## config.mk

```make
export PLATFORM = sky130hd
export DESIGN_NAME = csm51a_proj2
export DESIGN_NICKNAME = d
export VERILOG_FILES = /design/src/rtl/csm51a_proj2_pkg.sv /design/src/rtl/csm51a_proj2_if.sv /design/src/rtl/csm51a_proj2_bcd_to_seg.sv /design/src/rtl/csm51a_proj2.sv
export SDC_FILE = /design/constraint.sdc
export NUM_CORES = 1
export LEC_CHECK = 0
export ABC_AREA = 1
export BUFFER_PORTS_ARGS = -buffer_cell sky130_fd_sc_hd__buf_2
export CORE_MARGIN = 2
export CORE_UTILIZATION = 30
export CTS_BUF_LIST = sky130_fd_sc_hd__clkbuf_16
export CTS_CLUSTER_SIZE = 8
export DETAILED_ROUTE_END_ITERATION = 10
export PLACE_DENSITY = 0.49
export REMOVE_ABC_BUFFERS = 1
export SYNTH_ARGS = -nofsm -noshare
export SYNTH_HDL_FRONTEND = slang
export SYNTH_SLANG_ARGS = --single-unit
```

## constraint.sdc

```tcl
create_clock -name clk -period 0.8 [get_ports clk]
set_input_delay 0.16 -clock clk [delete_from_list [all_inputs] [get_ports clk]]
set_output_delay 0.16 -clock clk [all_outputs]
set_load 0.02 [all_outputs]
```

## src/rtl/csm51a_proj2_pkg.sv

```systemverilog
// Shared types, segment patterns and polarity helper for the BCD to seven-segment decoder.
package csm51a_proj2_pkg;

  localparam int unsigned BCD_W = 4;
  localparam int unsigned SEG_W = 7;

  typedef logic [BCD_W-1:0] bcd_t;
  typedef logic [SEG_W-1:0] seg_t;

  // Segment bundle in {a,b,c,d,e,f,g} order, MSB = a.
  typedef struct packed {
    logic a;
    logic b;
    logic c;
    logic d;
    logic e;
    logic f;
    logic g;
  } seg_s;

  localparam seg_t SEG_0     = 7'b1111110;
  localparam seg_t SEG_1     = 7'b0110000;
  localparam seg_t SEG_2     = 7'b1101101;
  localparam seg_t SEG_3     = 7'b1111001;
  localparam seg_t SEG_4     = 7'b0110011;
  localparam seg_t SEG_5     = 7'b1011011;
  localparam seg_t SEG_6     = 7'b1011111;
  localparam seg_t SEG_7     = 7'b1110000;
  localparam seg_t SEG_8     = 7'b1111111;
  localparam seg_t SEG_9     = 7'b1111011;
  localparam seg_t SEG_BLANK = 7'b0000000;

  // Converts a lit-high pattern to the pin polarity of the attached display.
  function automatic seg_t apply_polarity(input seg_t lit, input logic active_low);
    return active_low ? ~lit : lit;
  endfunction

endpackage

```

## src/rtl/csm51a_proj2_if.sv

```systemverilog
// Decoder bus: BCD code in, lit-high segment pattern out.
interface csm51a_proj2_if;
  import csm51a_proj2_pkg::*;

  bcd_t bcd;
  seg_t seg;

  modport master (output bcd, input seg);
  modport slave  (input bcd, output seg);
endinterface

```

## src/rtl/csm51a_proj2_bcd_to_seg.sv

```systemverilog
// Combinational BCD to lit-high seven-segment pattern; codes 10-15 blank the digit.
module bcd_to_seg
  import csm51a_proj2_pkg::*;
(
  csm51a_proj2_if.slave dec
);

  always_comb begin
    dec.seg = SEG_BLANK;
    case (dec.bcd)
      4'd0:    dec.seg = SEG_0;
      4'd1:    dec.seg = SEG_1;
      4'd2:    dec.seg = SEG_2;
      4'd3:    dec.seg = SEG_3;
      4'd4:    dec.seg = SEG_4;
      4'd5:    dec.seg = SEG_5;
      4'd6:    dec.seg = SEG_6;
      4'd7:    dec.seg = SEG_7;
      4'd8:    dec.seg = SEG_8;
      4'd9:    dec.seg = SEG_9;
      default: dec.seg = SEG_BLANK;
    endcase
  end

endmodule

```

## src/rtl/csm51a_proj2.sv

```systemverilog
// Single-digit BCD to seven-segment driver with registered, polarity-selectable outputs.
module csm51a_proj2
  import csm51a_proj2_pkg::*;
#(
  parameter bit ACTIVE_LOW = 1'b0
) (
  input  logic clk,
  input  logic rst,
  input  logic x3,
  input  logic x2,
  input  logic x1,
  input  logic x0,
  output logic a,
  output logic b,
  output logic c,
  output logic d,
  output logic e,
  output logic f,
  output logic g
);

  localparam seg_t SEG_RESET = apply_polarity(SEG_BLANK, ACTIVE_LOW);

  csm51a_proj2_if dec_if ();

  assign dec_if.bcd = {x3, x2, x1, x0};

  bcd_to_seg u_dec (
    .dec (dec_if.slave)
  );

  seg_s seg_d;
  seg_s seg_q;

  always_comb begin
    seg_d = seg_s'(apply_polarity(dec_if.seg, ACTIVE_LOW));
  end

  // Only the register reaches the pins, so outputs cannot glitch between edges.
  always_ff @(posedge clk or posedge rst) begin
    if (rst) seg_q <= seg_s'(SEG_RESET);
    else     seg_q <= seg_d;
  end

  assign a = seg_q.a;
  assign b = seg_q.b;
  assign c = seg_q.c;
  assign d = seg_q.d;
  assign e = seg_q.e;
  assign f = seg_q.f;
  assign g = seg_q.g;

endmodule

```

==> impl_metrics.tcl, run 1 <==
set metrics [dict create \
    synth_xor_area_share_pct 0 \
    synth_top_family_by_area "simple AND/OR/NAND/NOR gates" \
    grt_pass1_vias 261 \
    worst_slew_pin_slew_ns 0.236 \
    nets 81 \
    max_freq_mhz 1130 \
    drive_gt1_share_pct 36.8 \
    cts_buffers 3 \
    route.detailed.wl_per_inst_um 7.72 \
    rows 12 \
    pre_cts_slack_ns -0.175 \
    synth_cells 47 \
    dr_total_vias 318 \
    synthArstFlopShare_pct 100 \
    synthTopCellsByCount "23 x nand2_1, 7 x dfrtp_1, 6 x ha_1, 6 x inv_1" \
    synth_seq_cells 7 \
    period_needed_ns 0.883 \
    cts_setup_buffers 0 \
    synth-compound-area-share_pct 0 \
    ant_nets 0 \
    setup_viol 7 \
    p_per_area_nw_per_um2 2290 \
    syn_to_final_growth_pct 61.7 \
    place_hpwl_um 527 \
    synth_seq_area_share_pct 45.0 \
    synth_adder_area_share_pct 19.3 \
    hold_path.class "in -> reg" \
    register_area_um2 175 \
    synth_top_area_share_pct 45.0 \
    antenna_found_initial 0 \
    crit_path_start_kind "register" \
    cts_tree "built" \
    synth.area.top_cells "dfrtp_1 45%, nand2_1 22%, ha_1 19%, inv_1 5.8%, nand2_2 3.2%" \
    ys_types 7 \
    end_kind "output pin" \
    clkTransAtPathRegs_ns 0.03 \
    fp.dieW_um 40.0 \
    clk_path_buf_depth 2 \
    worstPathBufferInverterCount 1 \
    rsz0062_at_grt "true" \
    fillerInstances 107 \
    design.die.area_um2 1600 \
    setup.worst_path.end "b" \
    gr-total-overflow 0 \
    worstSetupPathType "reg -> out" \
    dpl_cell_area_um2 497 \
    layout_setup_ws_ns -0.0832 \
    cp-startpoint "b$_DFF_PP0_" \
    die_h_um 40.0 \
    cp.depth 1 \
    first_pass_iters 1 \
    n_antenna_cell 0 \
    total_leakage_power_nw 0.378 \
    hold_ws_ns 0.247 \
    cp_slowest_cell "dfrtp_1" \
    io_buffers 12 \
    ioPinCount 13 \
    synth.area.mux_share_pct 0 \
    outcome "finished, violations left" \
    fin_crit_sh_pct 110 \
    avgSynthCellArea_um2 8.28 \
    violations "negative setup slack" \
    synth_flop_cell "dfrtp_1" \
    yosys.area.top_type "dfrtp_1" \
    cp_data_arrival_time_ns 0.72 \
    gr-usage-all-layers_pct 10.8 \
    stdcell_area_um2 629 \
    synth_edf_count 0 \
    grt_first_pass_wirelength_um 993 \
    gp_congestion 0.697 \
    critPathMaxFanout 1 \
    maxSlewHeadroom_pct 84.2 \
    viasPerCell 3.88 \
    drt_iter0_drc 0 \
    power.total_mw 1.44 \
    grt_max_degree 8 \
    vdd_drop_max_uv 751 \
    syn-cell-area_um2 389 \
    crit_required_ns 0.64 \
    hold_viol 0 \
    yosysMostFrequentCell "nand2_1" \
    core_area_um2 1160 \
    synth-simple-area-share_pct 28.0 \
    cap_violations 0 \
    slowest_delay_ns 0.37 \
    multiInputGateArea_um2 184 \
    drc 0 \
    crit_chain "buf_6" \
    cp_top_family "flip-flops" \
    start_util_pct 33.7 \
    cts_root_buf "clkbuf_16" \
    clock_sinks 7 \
    ys_warn_count 0 \
    h-tree-depth 1 \
    drv_slew 0 \
    routed_wl_um 633 \
]
==> area by class of cell <==
class                           instances  share of cell area (%)
Tap cell                               14                    2.78
Inverter                                8                    4.77
Clock inverter                          1                   0.596
Multi-Input combinational cell         32                    29.2
Timing Repair Buffer                   17                    22.9
Clock buffer                            3                    11.9
Sequential cell                         7                    27.8
==> timing repair <==
| action | 4_1_cts | 5_1_grt |
|---|---|---|
| endpoints found under the setup margin | 7 | 8 |
| hold buffers | 1 | 0 |
| gates resized for setup | 14 | 1 |
| endpoints found under the hold margin | 7 | 0 |
==> how the worst min path moves through the flow <==
stage | from | endpoint | slack (ns) | depth (start not counted)
floorplan | rst | a$_DFF_PP0_ | -0.04 | 1
global placement | rst | b$_DFF_PP0_ | 0.09 | 2
detailed placement | rst | a$_DFF_PP0_ | 0.09 | 2
CTS | x3 | d$_DFF_PP0_ | 0.24 | 4
global route | x3 | a$_DFF_PP0_ | 0.27 | 4
finish | x3 | d$_DFF_PP0_ | 0.25 | 4
==> placed cells by master, fill, tap and decap left out, drive strengths merged <==
cell and count:
nand2 25, buf 16, inv 9, dfrtp 7, ha 6, clkbuf 3
nand3 1, dlygate4sd3 1
==> per-stage QoR <==
stage	std cells	util (%)	setup TNS, ns
3_3_place_gp	77	43.0	-0.699
3_5_place_dp	77	43.0	-0.733
4_1_cts	82	54.4	-0.585
2_1_floorplan	47	-	-0.0183
5_1_grt	82	54.4	-0.656
6_report	82	54.4	-0.542
==> state kept, by name, indices dropped and copies added, names as in the netlist <==
register,cells
a,1
b,1
c,1
d,1
e,1
f,1
g,1
==> per-layer routing <==
metal	global-route usage, %	up-vias	part of all wire [%]	wire [um]
met5	0	-	0	0
met4	18.1	0	7.1	45
met3	1.67	4	7.0	44
met2	16.1	15	44	279
li1	-	178	-	-
met1	9.90	121	42	264
==> report_power, final <==
group	leakage (nW)	switching (mW)	internal, mW
combinational	0.250	0.118	0.107
sequential	0.0860	0.0132	0.386
clock	0.0423	0.167	0.648
total	0.378	0.298	1.14
==> kinds of logic after synthesis <==
group	after synthesis
simple gates	26
buf+inv	8
flops	7
fa+ha+maj	6
Note: power is estimated with default switching activity, not from simulation.
==> inputs of run 2 (changes only) <==
--- a/config.mk
+++ b/config.mk
@@ -14,6 +14,8 @@
 export DETAILED_ROUTE_END_ITERATION = 10
 export PLACE_DENSITY = 0.49
 export REMOVE_ABC_BUFFERS = 1
+export SETUP_SLACK_MARGIN = 0.05
+export SLEW_MARGIN = 25
 export SYNTH_ARGS = -nofsm -noshare
 export SYNTH_HDL_FRONTEND = slang
 export SYNTH_SLANG_ARGS = --single-unit
==> run 2 against run 1 <==
Net effect: the run still ends with negative setup slack left; maximum frequency unchanged; critical path depth unchanged; sequential share of layout area down 0.91 points; final area up 3.4%; via count up 2.2%; setup slack about the same; cell count unchanged; routed wire length up 1.4%; die area unchanged; global-route usage unchanged; critical path type unchanged; sequential power about the same; first-iteration DRC count unchanged.
==> impl_metrics.tcl, run 2 (synthesis results as in run 1) <==
set metrics [dict create \
    outcome "finished, violations left" \
    violations "negative setup slack" \
    setup_viol 7 \
    cts_tree "built" \
    fp.dieW_um 40.0 \
    cp-startpoint "b$_DFF_PP0_" \
    hold_viol 0 \
    syn_to_final_growth_pct 67.2 \
    start_util_pct 33.7 \
    grt_pass1_vias 261 \
    p_per_area_nw_per_um2 2230 \
    clock_sinks 7 \
    core_area_um2 1160 \
    clk_path_buf_depth 2 \
    rsz0062_at_grt "true" \
    hold_path_depth 4 \
    swShare_pct 20.9 \
    p_int_mw 1.15 \
    worst_slew_pin_slew_ns 0.236 \
    drv_slew 0 \
    total_leakage_power_nw 0.379 \
    max_freq_mhz 1130 \
    ioPinCount 13 \
    crit_required_ns 0.64 \
    pre_cts_slack_ns -0.175 \
    place_hpwl_um 527 \
    vdd_drop_max_uv 758 \
    maxSlewHeadroom_pct 84.2 \
    cp_data_arrival_time_ns 0.72 \
    worstPathBufferInverterCount 1 \
    dr_total_vias 325 \
    cp_slowest_cell "dfrtp_1" \
    drc 0 \
    seqPwrFrac_pct 27.5 \
    clkTransAtPathRegs_ns 0.03 \
    hold_ws_ns 0.247 \
    h-tree-depth 1 \
    fin_crit_sh_pct 110 \
    critPathMaxFanout 1 \
    period_needed_ns 0.883 \
    grt_max_degree 8 \
    crit_chain "buf_6" \
    grt_first_pass_wirelength_um 993 \
    first_pass_iters 1 \
    final_common_cell "nand2_1" \
    slowest_delay_ns 0.37 \
    rows 12 \
    die_h_um 40.0 \
    n_antenna_cell 0 \
    nets 81 \
    cts_buffers 3 \
    hold_path.class "in -> reg" \
    end_kind "output pin" \
    design.die.area_um2 1600 \
    drt_iter0_drc 0 \
    route.detailed.wl_per_inst_um 7.83 \
    cp_top_family "flip-flops" \
    cap_violations 0 \
    ant_nets 0 \
    gr-usage-all-layers_pct 10.8 \
    drive_gt1_share_pct 42.6 \
    setup.worst_path.end "b" \
    layout_setup_ws_ns -0.0832 \
    final_cell_mix "21 x nand2_1, 8 x buf_6, 7 x dfrtp_1" \
    io_buffers 12 \
    combPwrFrac_pct 16.4 \
    cp.depth 1 \
    p_clk_share_pct 56.1 \
    routed_wl_um 642 \
    gr-total-overflow 0 \
    viasPerCell 3.96 \
    antenna_found_initial 0 \
    cts_root_buf "clkbuf_16" \
    crit_path_start_kind "register" \
    switchingPower_uw 304 \
    gp_congestion 0.697 \
    worstSetupPathType "reg -> out" \
]
[run 2: power groups by stage]
stage	registers [mW]	logic [mW]	clock network, mW
after floorplan	0.437	0.0721	0
after global placement	0.395	0.190	0
after detailed placement	0.396	0.190	0
after CTS	0.400	0.228	0.830
after global routing	0.402	0.266	0.850
final	0.399	0.238	0.815
[run 2: layout make-up]
cell class | count | area (um2)
fillers | 105 | 505
multi-input cells | 32 | 201
flip-flops and latches | 7 | 175
repair buffers | 17 | 148
clock buffers | 3 | 75.1
inverters | 8 | 30.0
well taps | 14 | 17.5
clock inverters | 1 | 3.75
[run 2: worst min-delay path by stage]
| stage | startpoint | to | slack (ns) |
|---|---|---|---|
| detailed placement | rst | a$_DFF_PP0_ | 0.09 |
| global placement | rst | b$_DFF_PP0_ | 0.09 |
| finish | x3 | d$_DFF_PP0_ | 0.25 |
| CTS | x3 | d$_DFF_PP0_ | 0.24 |
| global route | x3 | a$_DFF_PP0_ | 0.27 |
| floorplan | rst | a$_DFF_PP0_ | -0.04 |
[run 2: layer usage]
metal / up-vias / track usage [%] / routed length (um)
met4: 0 / 18.1 / 45
met2: 15 / 16.1 / 292
met3: 4 / 1.67 / 44
met1: 127 / 9.90 / 260
li1: 179 / - / -
met5: - / 0 / 0
[run 2: per-stage QoR]
step / util (%) / TNS, ns / total power, mW / cell area (um2) / std cells
after floorplan: - / -0.0183 / 0.509 / 389 / 47
after global placement: 43.0 / -0.699 / 0.585 / 497 / 77
after detailed placement: 43.0 / -0.733 / 0.586 / 497 / 77
after CTS: 54.4 / -0.585 / 1.46 / 629 / 82
after global routing: 56.3 / -0.656 / 1.52 / 651 / 82
final: 56.3 / -0.542 / 1.45 / 651 / 82
[run 2: what timing repair did]
action                                  in CTS  in global routing
hold buffers                                 1                  0
gates resized for setup                     14                  6
pin swaps                                    0                  0
hold endpoints to repair                     7                  0
endpoints found under the setup margin       7                  9
buffers inserted                             0                  0
cloned                                       0                  0
